==> config.mk <==
export PLATFORM = sky130hd
export DESIGN_NAME = piso_tx_ctrl_flat
export DESIGN_NICKNAME = d
export VERILOG_FILES = /design/src/rtl/piso_tx_ctrl_pkg.sv /design/src/rtl/piso_tx_ctrl_if.sv /design/src/rtl/piso_tx_ctrl_rr_arb2.sv /design/src/rtl/piso_tx_ctrl.sv /design/src/flat_wrapper.sv
export SDC_FILE = /design/constraint.sdc
export NUM_CORES = 1
export LEC_CHECK = 0
export BUFFER_PORTS_ARGS = -buffer_cell sky130_fd_sc_hd__buf_2
export CAP_MARGIN = 30
export CELL_PAD_IN_SITES_DETAIL_PLACEMENT = 0
export CELL_PAD_IN_SITES_GLOBAL_PLACEMENT = 1
export CORE_MARGIN = 2
export CORE_UTILIZATION = 30
export DETAILED_ROUTE_END_ITERATION = 8
export GPL_ROUTABILITY_DRIVEN = 0
export PLACE_DENSITY = 0.8
export RECOVER_POWER = 100
export SYNTH_ARGS = -nofsm -noshare
export SYNTH_HDL_FRONTEND = slang
export SYNTH_SLANG_ARGS = --single-unit
export TNS_END_PERCENT = 30
==> constraint.sdc <==
create_clock -name clock -period 3.8 [get_ports clock]
set_input_delay 0.19 -clock clock [delete_from_list [all_inputs] [get_ports clock]]
set_output_delay 0.19 -clock clock [all_outputs]
set_load 0.03 [all_outputs]
==> src/rtl/piso_tx_ctrl_pkg.sv <==
// Shared types and constants for the PISO transmit controller.
package piso_tx_ctrl_pkg;

    localparam int unsigned PhWidth  = 2;
    localparam int unsigned FrameLen = 4;

    localparam logic [FrameLen-1:0] IDLE_WORD = 4'h0;
    localparam logic [PhWidth-1:0]  LastPh    = PhWidth'(FrameLen - 1);

    typedef enum logic [0:0] {
        StIdle,
        StShift
    } state_e;

endpackage

==> src/rtl/piso_tx_ctrl_if.sv <==
// Requester handshakes plus PISO control and serial framing signals.
interface piso_tx_ctrl_if;
    import piso_tx_ctrl_pkg::*;

    logic                run;
    logic                req0_valid;
    logic [FrameLen-1:0] req0_data;
    logic                req0_ready;
    logic                req1_valid;
    logic [FrameLen-1:0] req1_data;
    logic                req1_ready;
    logic                piso_load;
    logic [FrameLen-1:0] piso_data;
    logic                ser_valid;
    logic                ser_frame;
    logic                ser_src;

    // Requester / system side.
    modport master (
        output run, req0_valid, req0_data, req1_valid, req1_data,
        input  req0_ready, req1_ready, piso_load, piso_data, ser_valid, ser_frame, ser_src
    );

    // Controller side.
    modport slave (
        input  run, req0_valid, req0_data, req1_valid, req1_data,
        output req0_ready, req1_ready, piso_load, piso_data, ser_valid, ser_frame, ser_src
    );

endinterface

==> src/rtl/piso_tx_ctrl_rr_arb2.sv <==
// Two-way round-robin arbiter: on a tie the requester not granted last wins.
module rr_arb2 (
    input  logic [1:0] valid,
    input  logic       last_grant,
    output logic       grant
);

    always_comb begin
        grant = valid[1];
        if (&valid) begin
            grant = ~last_grant;
        end
    end

endmodule

==> src/rtl/piso_tx_ctrl.sv <==
// Feeds an external 4-bit PISO register from two requesters via a one-entry buffer,
// sustaining one bit per clock when words arrive back to back.
module piso_tx_ctrl
    import piso_tx_ctrl_pkg::*;
(
    input  logic           clock,
    input  logic           reset_n,
    piso_tx_ctrl_if.slave  bus
);

    state_e              state_q, state_d;
    logic [PhWidth-1:0]  ph_q, ph_d;
    logic [FrameLen-1:0] hold_data_q, hold_data_d;
    logic                hold_src_q, hold_src_d;
    logic                hold_full_q, hold_full_d;
    logic                last_q, last_d;
    logic                src_q, src_d;

    logic grant;
    logic ready0, ready1;
    logic handshake;
    logic load;
    logic shifting;

    rr_arb2 u_arb (
        .valid      ({bus.req1_valid, bus.req0_valid}),
        .last_grant (last_q),
        .grant      (grant)
    );

    always_comb begin
        ready0    = bus.run & ~hold_full_q & bus.req0_valid & ~grant;
        ready1    = bus.run & ~hold_full_q & bus.req1_valid & grant;
        handshake = ready0 | ready1;
        shifting  = (state_q == StShift);
        // The PISO reloads on the last bit so the next frame follows without a gap.
        load      = ~shifting | (ph_q == LastPh);
    end

    always_comb begin
        state_d     = state_q;
        ph_d        = ph_q;
        hold_data_d = hold_data_q;
        hold_src_d  = hold_src_q;
        hold_full_d = hold_full_q;
        last_d      = last_q;
        src_d       = src_q;

        if (handshake) begin
            hold_data_d = grant ? bus.req1_data : bus.req0_data;
            hold_src_d  = grant;
            hold_full_d = 1'b1;
            last_d      = grant;
        end

        // handshake requires an empty buffer, so it never collides with the consume below
        if (load) begin
            ph_d = '0;
            if (hold_full_q) begin
                state_d     = StShift;
                hold_full_d = 1'b0;
                src_d       = hold_src_q;
            end else begin
                state_d = StIdle;
            end
        end else begin
            ph_d = ph_q + PhWidth'(1);
        end
    end

    always_ff @(posedge clock or negedge reset_n) begin
        if (!reset_n) begin
            state_q     <= StIdle;
            ph_q        <= '0;
            hold_data_q <= '0;
            hold_src_q  <= 1'b0;
            hold_full_q <= 1'b0;
            last_q      <= 1'b1;
            src_q       <= 1'b0;
        end else begin
            state_q     <= state_d;
            ph_q        <= ph_d;
            hold_data_q <= hold_data_d;
            hold_src_q  <= hold_src_d;
            hold_full_q <= hold_full_d;
            last_q      <= last_d;
            src_q       <= src_d;
        end
    end

    assign bus.req0_ready = ready0;
    assign bus.req1_ready = ready1;
    assign bus.piso_load  = load;
    assign bus.piso_data  = hold_full_q ? hold_data_q : IDLE_WORD;
    assign bus.ser_valid  = shifting;
    assign bus.ser_frame  = shifting & (ph_q == '0);
    assign bus.ser_src    = shifting & src_q;

endmodule

==> src/flat_wrapper.sv <==
// flat-port wrapper written by rule: the top's interface ports become plain ports
module piso_tx_ctrl_flat import piso_tx_ctrl_pkg::*;
  (clock, reset_n, bus_run, bus_req0_valid, bus_req0_data, bus_req1_valid, bus_req1_data, bus_req0_ready, bus_req1_ready, bus_piso_load, bus_piso_data, bus_ser_valid, bus_ser_frame, bus_ser_src);
  piso_tx_ctrl_if bus_i ();
  input  logic clock;
  input  logic reset_n;
  input wire logic [$bits(bus_i.run)-1:0] bus_run;
  input wire logic [$bits(bus_i.req0_valid)-1:0] bus_req0_valid;
  input wire logic [$bits(bus_i.req0_data)-1:0] bus_req0_data;
  input wire logic [$bits(bus_i.req1_valid)-1:0] bus_req1_valid;
  input wire logic [$bits(bus_i.req1_data)-1:0] bus_req1_data;
  output wire logic [$bits(bus_i.req0_ready)-1:0] bus_req0_ready;
  output wire logic [$bits(bus_i.req1_ready)-1:0] bus_req1_ready;
  output wire logic [$bits(bus_i.piso_load)-1:0] bus_piso_load;
  output wire logic [$bits(bus_i.piso_data)-1:0] bus_piso_data;
  output wire logic [$bits(bus_i.ser_valid)-1:0] bus_ser_valid;
  output wire logic [$bits(bus_i.ser_frame)-1:0] bus_ser_frame;
  output wire logic [$bits(bus_i.ser_src)-1:0] bus_ser_src;
  assign bus_i.run = bus_run;
  assign bus_i.req0_valid = bus_req0_valid;
  assign bus_i.req0_data = bus_req0_data;
  assign bus_i.req1_valid = bus_req1_valid;
  assign bus_i.req1_data = bus_req1_data;
  assign bus_req0_ready = bus_i.req0_ready;
  assign bus_req1_ready = bus_i.req1_ready;
  assign bus_piso_load = bus_i.piso_load;
  assign bus_piso_data = bus_i.piso_data;
  assign bus_ser_valid = bus_i.ser_valid;
  assign bus_ser_frame = bus_i.ser_frame;
  assign bus_ser_src = bus_i.ser_src;
  piso_tx_ctrl u_core (.clock(clock), .reset_n(reset_n), .bus(bus_i));
endmodule
# After elaboration in Yosys (flattened, before gate mapping)
# Index checks and enable logic that the tools add are counted.
[word_totals]
register_bits = 11
out_inout_bits = 10
word_cells = 33
[classes]
n_eq_ne = 1
n_addsub = 1
mux = 8
n_reduce_logical = 3
n_bitwise = 13
[ops]
columns = ["cell", "n"]
rows = [
  ["4-bit two-way mux", 2],
  ["1-bit bitwise AND", 7],
  ["1-bit two-way mux", 5],
  ["1-bit NOT", 4],
  ["2-bit AND reduction", 2],
  ["2-bit by 1-bit adder with 2-bit output (second input constant)", 1],
  ["2-bit equality test (second input constant)", 1],
  ["2-bit zero test", 1],
  ["2-bit two-way mux", 1],
  ["1-bit OR", 2],
]

# Depth between registers and ports, before layout
[logic_depth]
depth_word = 8
ltp_mapped = 4
mapped_depth_nobuf = 4

# By module
# A second synthesis with hierarchy kept.
[hier_totals]
cells_unflattened = 52
area_unflattened_um2 = 601.8
[modules_own_cells]
columns = ["mod", "instances", "cells_per_inst", "area_each_um2"]
rows = [
  ["piso_tx_ctrl", 1, 51, 590.6],
  ["rr_arb2", 1, 1, 11.3],
]

# Least setup slack after synthesis
# OpenSTA, ideal clock, no wires.
[synth_path]
path_type = "reg-to-reg"
from = "register u_core.ph_q[0]"
to = "register u_core.src_q"
setup_ns = 0.125
slack_ns = 2.309
t_arrival_ns = 1.366
path_stages_with_launch = 5
synth_period_minus_slack_ns = 1.491
path_cell_list = "dfrtp_1 -> ha_1 -> nand2b_1 -> nand2_1 -> mux2_2"
[synth_via]
elab_chain_len = 3
[synth_rtl]
columns = ["item", "line_no", "source"]
rows = [
  ["from (decl)", "piso_tx_ctrl.sv:12", "logic [PhWidth-1:0] ph_q, ph_d;"],
  ["from (signal assigned)", "piso_tx_ctrl.sv:82", "ph_q <= ph_d;"],
  ["2-bit equality test", "piso_tx_ctrl.sv:37", "load = ~shifting | (ph_q == LastPh);"],
  ["1-bit OR", "piso_tx_ctrl.sv:37", ""],
  ["via bus_piso_load", "flat_wrapper.sv:14", "output wire logic [$bits(bus_i.piso_load)-1:0] bus_piso_load;"],
  ["2-bit AND reduction (no line)", "--", ""],
  ["to (signal assigned)", "piso_tx_ctrl.sv:87", "src_q <= src_d;"],
  ["to (decl)", "piso_tx_ctrl.sv:17", "logic src_q, src_d;"],
]
# The timed path passes the listed nets, and every way through them passes these cells.
# A chain may end at the register's enable or synchronous reset.

# Worst setup path after layout
[layout_path]
from = "register u_core.last_q"
to = "output bus_req1_ready"
[layout_via]
elab_chain_len = 3
[layout_rtl]
columns = ["item", "line_no", "source"]
rows = [
  ["from (decl)", "piso_tx_ctrl.sv:16", "logic last_q, last_d;"],
  ["from (signal assigned)", "piso_tx_ctrl.sv:86", "last_q <= last_d;"],
  ["1-bit NOT", "piso_tx_ctrl_rr_arb2.sv:11", "grant = ~last_grant;"],
  ["1-bit two-way mux", "piso_tx_ctrl_rr_arb2.sv:10", "if (&valid) begin"],
  ["1-bit bitwise AND", "piso_tx_ctrl.sv:33", "ready1 = bus.run & ~hold_full_q & bus.req1_valid & grant;"],
  ["to (decl)", "flat_wrapper.sv:13", "output wire logic [$bits(bus_i.req1_ready)-1:0] bus_req1_ready;"],
]
# Every way passes these cells.

==> impl_results.md <==
- Outcome: complete, no violations
- Total Die Area: 0.002208 mm^2
- Post-synthesis cell count: 48
- Critical path class: flop to output pin
- Slew Viols, Final: 0
- Area growth from synthesis to layout: 27.77%
- Worst skew pair latency: 0.26 ns
- Fmax achieved: 497.3 MHz
- HP Class: primary input to flop
- Max Cap Viol: 0
- DR WL/cell: ~10 um
- Worst EP required: 3.61 ns
- Fraction of registers with async set/reset: 100.0%
- Top_reg_cell synth: dfrtp_1
- Ant diodes: 0
- Post-CTS sizing: 0
- Leakage power: 0.0003352 uW
- Vias in the first global route: 418
- Clock slew at reported path FFs: 0.07 ns
- Multi-input logic area: roughly 250 um^2
- Hold Path Depth: 3
- Fill count: 188
- Num CTS Buffers: 3
- Syn_nets: 63
- Core Region: between 0.0015 and 0.002 mm^2
- Initial core utilization: 32.10%
- Ports: 23
- Synth cell types: 18
- Final min period: 2.011 ns
- Area leader, netlist: dfrtp_1
- Final wirelength: 1034 um
- CP startpoint kind: flop
- Maximum VDD drop: 0.0003133 V
- Yosys reg bits: 11
- H-tree levels: 1
- First-pass detailed-route iteration total: 1
- Port Buffer Count: 22
- Critical path endpoint: bus_req1_ready
- DP Area: between 600 and 700 um^2
- DRC: 0
- Tcrit/Tclk final: 52.92%
- # nets final: 91
- Vias after detailed routing: 428
- Post-synthesis sequential area ratio: around half
- Die W: about 47 um
- Slew margin rel.: 41.45%
- Setup ws final: roughly 1.8 ns
- Initial antenna violation count: 0
- Drt first-iter violations: 0
- Critical path peak fanout: 6
- First-pass GRT wire length: around 1800 um
- Design area: around 710 um^2
- Power Density: between 700 and 800 mW/mm^2
- Setup crit start: u_core.last_q
- Worst path arrival time: around 1.8 ns
- Die Y: 46.99 um
- Slack of the worst reg-to-reg path: 1.99 ns
- Count of flip-flops with a built-in enable after synthesis: 0
- Antenna-violating nets left: 0
- Final Hold Fails: 0
- Worst r2r src: u_core.last_q
- Final Skew: 0.002822 ns
- Final-report setup violation count: 0
- Tightest Pin Transition: 0.8704 ns
- Post-Syn Area: 554.3 um^2
- Gr usage total: a little under an eighth
- Clock Tree Root: clkbuf_4
- Row count: 15
- Reg area: 276.5 um^2
- CTS sink count: 11
- Setup TNS: 0 ns
- RR Endpoint: u_core.hold_data_q[1]
- Post-synth top area share: between 40% and 50%
- Worst slack, placed: 2.451 ns
- CTS tree: yes
- Max clock buf depth: 2
- Layout cells sized above 1: 29.33%
- Post-DR vias/cell: 4.280
- RSZ-0062 raised after global routing: no
- Synth Area per Inst: 11.55 um^2
- Synth warn: 0
- Synth area leaders: dfrtp_1 (45%), mux2_2 (10%), and2_1 (6.8%)
- Remaining global-route overflow: 0
- Reg2Reg Depth: 3
- Largest net degree at the start of global routing: 12
- Critical Path Sink Type: output pin
## stage by stage
stage               std cells  power, uW  hold WS (ns)  util, %
global route              100      619.6        0.2126    41.01
finish                    100      562.6        0.1759    41.01
CTS                       100      591.3        0.1666    42.39
floorplan                  48      427.4       -0.1056        -
global placement           95      501.7       0.06779    40.29
detailed placement         95      509.6       0.07101    40.29
## area by class of cell
cell class                      count  area share (%)
Clock buffer                        4           3.710
Tap cell                           25           4.417
Sequential cell                    11           39.05
Timing Repair Buffer               23           15.19
Inverter                            4           2.120
Multi-Input combinational cell     33           35.51
## metal layers
layer	vias up	track usage, %	share of wire [%]
li1	211	-	-
met1	207	16.27	44
met2	10	18.36	51
met3	0	2.308	5.1
met4	0	5.000	0
met5	-	0	0
## worst min path at each step
stage | start | slack [ns] | endpoint
final | bus_req1_valid | 0.18 | u_core.last_q
after global routing | bus_req1_valid | 0.21 | u_core.last_q
after CTS | bus_req1_valid | 0.17 | u_core.last_q
after detailed placement | reset_n | 0.07 | u_core.hold_data_q[1]
after global placement | reset_n | 0.07 | u_core.hold_data_q[1]
after floorplan | reset_n | -0.11 | u_core.bus.ser_valid
## report_power, final
part	switching (uW)	internal, uW
Combinational	173	99.2
Sequential	36.0	177
Clock	36.8	40.5
Total	246	317
## cells in the final DEF, fill, tap and decap left out
cell type	instances
buf_2	12
clkbuf_1	11
dfrtp_1	10
and2_1	6
mux2_2	5
inv_1	4
nand2_1	4
nor2_1	3
o21ai_0	3
mux2_1	3
clkbuf_4	3
ha_1	2
nand2b_1	1
a21boi_0	1
nand3b_1	1
nor2b_1	1
and2_2	1
mux2_4	1
a21o_1	1
dlygate4sd3_1	1
dfstp_1	1
## critical path, cell delays in order, from the launching register on
cell and delay, ns:
dfstp_1 0.38, a21boi_0 0.68, and2_2 0.30, buf_2 0.20
## state kept, by name, indices dropped and copies added, names as in the netlist
name and cells:
u_core.bus.ser_valid 1, u_core.hold_data_q 4, u_core.hold_full_q 1, u_core.hold_src_q 1
u_core.last_q 1, u_core.ph_q 2, u_core.src_q 1
## Yosys cell counts (2+ instances only)
| cell type | number |
|---|---|
| inv_1 | 4 |
| mux2_2 | 5 |
| o21ai_0 | 2 |
| nor2_1 | 3 |
| ha_1 | 2 |
| nand2_1 | 4 |
| and2_1 | 6 |
| mux2_1 | 3 |
| dfrtp_1 | 10 |
## kinds of logic (layout without fill, tap and decap cells)
family | after synthesis | count (layout) | synth area share, %
multiplexers | 9 | 9 | 18.96
AND/OR/NAND/NOR | 17 | 17 | 16.48
buffers and inverters | 4 | 31 | 2.708
adder cells (fa/ha/maj) | 2 | 2 | 4.514
AO/OA/AOI/OAI | 5 | 5 | 7.449
flip-flops | 11 | 11 | 49.89
## what timing repair did
| action | CTS | global route |
|---|---|---|
| hold endpoints to repair | 10 | 0 |
| setup buffers | 0 | 0 |
| setup endpoints to repair | 0 | 0 |
| hold buffers | 1 | 0 |
Note: power is estimated with default switching activity, not from simulation.
